==> config.mk <==
export PLATFORM = sky130hd
export DESIGN_NAME = counter_ctrl
export DESIGN_NICKNAME = d
export VERILOG_FILES = /design/src/rtl/counter_ctrl.sv
export SDC_FILE = /design/constraint.sdc
export NUM_CORES = 1
export LEC_CHECK = 0
export ABC_AREA = 1
export CAP_MARGIN = 20
export CORE_AREA = 4 4 58 60
export DETAILED_ROUTE_END_ITERATION = 8
export DIE_AREA = 0 0 62 64
export DONT_BUFFER_PORTS = 1
export PLACE_DENSITY = 0.7
export SLEW_MARGIN = 5
export SYNTH_ARGS = -nofsm -noshare
export SYNTH_HDL_FRONTEND = slang
export SYNTH_SLANG_ARGS = --single-unit
==> constraint.sdc <==
create_clock -name clk -period 1.3 [get_ports clk]
set_input_delay 0.195 -clock clk [delete_from_list [all_inputs] [get_ports clk]]
set_output_delay 0.195 -clock clk [all_outputs]
set_load 0.005 [all_outputs]
==> src/rtl/counter_ctrl.sv <==
// counter_ctrl: sequencing controller for a reloadable timer/event counter
// Ports:
//   clk          clock, all state changes on the rising edge
//   rst_n        synchronous active-low reset
//   start        load reload_val and run
//   stop         halt counting and go idle (beats start)
//   mode         0 = timer (prescaled clk), 1 = event (evt rising edges)
//   auto_reload  1 = reload on overflow, 0 = one-shot
//   reload_val   load and reload value
//   prescale     timer divide ratio minus one, sampled live
//   evt          asynchronous event input
//   ack          clears tf and ovr
//   count        current count
//   running      high while in RUN
//   tf           sticky overflow flag
//   ovr          sticky overrun flag (overflow while tf already set)
//   tick         high when count advances at the next edge by counting
module counter_ctrl #(
    parameter int WIDTH      = 8,
    parameter int PRESCALE_W = 4
) (
    input  logic                  clk,
    input  logic                  rst_n,
    input  logic                  start,
    input  logic                  stop,
    input  logic                  mode,
    input  logic                  auto_reload,
    input  logic [WIDTH-1:0]      reload_val,
    input  logic [PRESCALE_W-1:0] prescale,
    input  logic                  evt,
    input  logic                  ack,
    output logic [WIDTH-1:0]      count,
    output logic                  running,
    output logic                  tf,
    output logic                  ovr,
    output logic                  tick
);

    typedef enum logic [1:0] {IDLE, RUN, DONE} state_t;

    state_t                  state, state_nx;
    logic [WIDTH-1:0]        count_nx;
    logic [PRESCALE_W-1:0]   p, p_nx;
    logic                    s1, s2, s3;
    logic                    timer_hit, evt_edge, raw_tick, ovf;

    assign timer_hit = (p == prescale);
    // s1/s2 synchronise evt; s3 delays s2 so a held level counts once
    assign evt_edge  = s2 & ~s3;
    assign raw_tick  = (state == RUN) && (mode ? evt_edge : timer_hit);

    always_comb begin
        state_nx = state;
        count_nx = count;
        p_nx     = p;
        ovf      = 1'b0;
        tick     = 1'b0;
        case (state)
            IDLE: begin
                if (!stop && start) begin
                    count_nx = reload_val;
                    p_nx     = '0;
                    state_nx = RUN;
                end
            end
            RUN: begin
                if (stop) begin
                    state_nx = IDLE;
                end else if (start) begin
                    count_nx = reload_val;
                    p_nx     = '0;
                end else begin
                    // prescaler free-runs in RUN so a mode switch keeps its phase
                    p_nx = timer_hit ? '0 : p + PRESCALE_W'(1);
                    if (raw_tick) begin
                        tick = rst_n;
                        if (count == '1) begin
                            ovf      = 1'b1;
                            count_nx = auto_reload ? reload_val : '0;
                            state_nx = auto_reload ? RUN : DONE;
                        end else begin
                            count_nx = count + WIDTH'(1);
                        end
                    end
                end
            end
            DONE: begin
                if (stop) begin
                    state_nx = IDLE;
                end else if (start) begin
                    count_nx = reload_val;
                    p_nx     = '0;
                    state_nx = RUN;
                end
            end
            default: state_nx = IDLE;
        endcase
    end

    always_ff @(posedge clk) begin
        if (!rst_n) begin
            state   <= IDLE;
            count   <= '0;
            p       <= '0;
            tf      <= 1'b0;
            ovr     <= 1'b0;
            running <= 1'b0;
            s1      <= 1'b0;
            s2      <= 1'b0;
            s3      <= 1'b0;
        end else begin
            state   <= state_nx;
            count   <= count_nx;
            p       <= p_nx;
            // overflow beats ack for tf; ack always clears ovr
            tf      <= ack ? ovf : (tf | ovf);
            ovr     <= ack ? 1'b0 : (ovr | (ovf & tf));
            running <= (state_nx == RUN);
            s1      <= evt;
            s2      <= s1;
            s3      <= s2;
        end
    end

endmodule

==> flow_summary.toml <==
[setup_path]
cpMaxStageDelayCell = "dfxtp_2"
start_kind = "flop"
cp.buffers_inverters = 2
arrival_ns = 1.30
crit_path_cell_trace = "inv_2, nor2_4, nand2_2, clkinv_4, nand3_2, nor2_4"
crit_top_cell = "nor2_4"
crit_fanout = 7
worstSetupPathType = "flop to output port"
end_kind = "output port"
max_stage_delay_ns = 0.35
crit_family = "simple AND/OR/NAND/NOR gates"
worstPathRequired_ns = 1.11

[placement]
dpl_cell_area_um2 = 1433
place.gp.congestion = 0.8095
hpwlAfterDp_um = 2149
io_buffer_count = 0

[logic_synthesis]
yosys_warnings = 0
synthCells = 186
ys_ff_latch = 20
syn_nets = 208
ys_seq_area_share_pct = 32.62
avgSynthCellArea_um2 = 6.599
synth_cell_types = 26
netlist_area_um2 = 1227

[grt]
antenna_found_initial = 0
grt-ovfl-total = 0
grt_pass1_vias = 1221
grt_first_pass_wirelength_um = 5119
grtUsageTotal_pct = 16.82
grt_max_degree = 13

[cells_and_area]
post_route_cells_drive_above_1_share_pct = 40.79
final_cell_mix = "40 x nand2_1, 32 x buf_4, 26 x inv_1, 18 x nor2_1, 13 x dfxtp_1"
n_antenna_cell = 0
fin_nets = 251
mostFrequentLayoutCell = "nand2_1"
area_growth_pct = 49.13
multi_input_area_um2 = 863.3
final-seq-area_um2 = 409.1
fill_cells = 242
fin_area_um2 = 1831

[power]
vdd_drop_max_mv = 1.098
power.density_nw_per_um2 = 842.8
power_uw = 1543
p_leak_uw = 0.0008499

[cts]
cts_made_buffers = 3
cts.reportedPaths.clkPinSlew_ns = 0.12
clock_path_buffers = 2
root_buffer = "clkbuf_4"
tritoncts = "built"
clock-sinks = 20
htreeDepth = 1
worstSkewPairLatency_ns = 0.30

[run_status]
outcome = "complete, but fails checks"
violations = "negative setup slack"

[floorplanning]
ioPinCount = 32
start_util_pct = 41.92
core_area_um2 = 2928
die_w_um = 62
dieArea_um2 = 3968
dieHeight_um = 64
num_rows = 20

[sta]
finalHoldViolations = 0
finalSetupViolations = 13
timing.final.crit_share_pct = 114.8
slew_headroom_pct = 66.46
fin_crit_ns = 1.493
clock_skew_ns = 0.003163
worst_slack_ns = -0.1928
drv_slew = 0
worst_pin_slew_ns = 0.5015
rsz0062_at_grt = "yes"
fmax_mhz = 669.9

[flow_run]
drv_cap = 0

[drt]
first_pass_iters = 4
ant_nets = 0
wl_per_cell_um = 14.27
drtIter0Drc = 48
routed_wl_um = 3724
vias_per_cell = 5.134
vias = 1340
drc_errors = 0

[worst_hold_path]
min_path_type = "primary input to flop"
## power breakdown
group / leakage (µW) / internal [µW] / switching [µW] / total (µW)
registers: 0.000167 / 645 / 21.2 / 666
clock network: 0.0000279 / 312 / 200 / 512
logic: 0.000655 / 172 / 193 / 365
total: 0.000850 / 1130 / 414 / 1540
## logic make-up (layout without fill, tap and decap cells)
group / after synthesis / after routing / synth area share, %
flip-flops: 20 / 20 / 32.62
XOR/XNOR: 4 / 4 / 2.854
AND/OR/NAND/NOR: 104 / 105 / 40.37
AO/OA/AOI/OAI: 23 / 23 / 11.01
adder cells (fa/ha/maj): 2 / 2 / 2.038
buffers and inverters: 33 / 74 / 11.11
## area by class of cell
cell class | instances | share of cell area, %
Multi-Input combinational cell | 134 | 47.16
Tap cell | 33 | 2.256
Sequential cell | 20 | 22.35
Inverter | 31 | 6.630
Clock inverter | 1 | 1.640
Clock buffer | 3 | 1.230
Timing Repair Buffer | 39 | 18.73
## routing by layer
layer / vias up / track usage, % / wire [µm]
li1: 659 / - / -
met5: - / 0 / 0
met4: 0 / 3.979 / 83
met2: 53 / 29.15 / 1967
met1: 619 / 18.81 / 1383
met3: 9 / 6.263 / 290
## worst reg2reg max path, delay by kind of cell (launching register included)
kind / cells / cell delay [ns]
buffers and inverters: 2 / 0.19
DFF: 1 / 0.38
and+or+nand+nor: 11 / 0.85
## metrics by stage
step	std cells	setup WS, ns	setup TNS (ns)	util, %	hold slack (ns)
2_1_floorplan	186	0.005217	0	-	0.2926
3_3_place_gp	239	-0.04473	-0.1074	48.93	0.2929
5_1_grt	261	-0.3055	-3.061	62.52	0.005041
3_5_place_dp	239	-0.05172	-0.2085	48.93	0.2964
6_report	261	-0.1928	-1.587	62.52	0.01283
4_1_cts	248	-0.1888	-1.447	54.74	0.006074
## worst paths after layout
path                 start        to  slack (ns)  cells past startpoint
setup / recovery  state[0]      tick       -0.19                      6
hold / removal       rst_n  count[2]        0.01                      2
setup reg to reg      p[3]  count[7]       -0.17                     13
hold reg to reg         s1        s2        0.43                      2
## Yosys cell counts
library cell   n  share of area (%)
a21oi_1        8                3.3
a21oi_2        1               0.71
buf_4          1               0.61
buf_6          1               0.92
clkinv_2       1               0.41
dfxtp_1       20                 33
ha_1           2                2.0
inv_1         27                8.3
inv_2          3               0.92
nand2_1       50                 15
nand2_2        3                1.5
nand2_4        5                4.6
nand3_1       14                5.7
nand3_2        1               0.82
nor2_1        23                7.0
nor2_2         2                1.0
nor2_4         3                2.8
nor3b_1        1               0.61
nor4_1         1               0.51
o2111ai_1      1               0.71
o21a_1         3                1.8
o21ai_0        6                2.4
o21ai_1        2               0.82
o31ai_1        2                1.2
or2_2          1               0.51
xor2_1         4                2.9
## sequential cells by signal (all words and copies together), names as in the netlist
name     flops
ovr          1
s1           1
state        2
running      1
s2           1
p            4
tf           1
s3           1
count        8
## timing repair
| action | in CTS | in global routing |
|---|---|---|
| endpoints found under the hold margin | 11 | 0 |
| cloned | 1 | 0 |
| setup buffers | 2 | 13 |
| pin swaps | 3 | 19 |
| hold buffers | 2 | 0 |
| endpoints found under the setup margin | 13 | 18 |
| resized for setup | 17 | 24 |
Power figures use the tool's default switching activity.
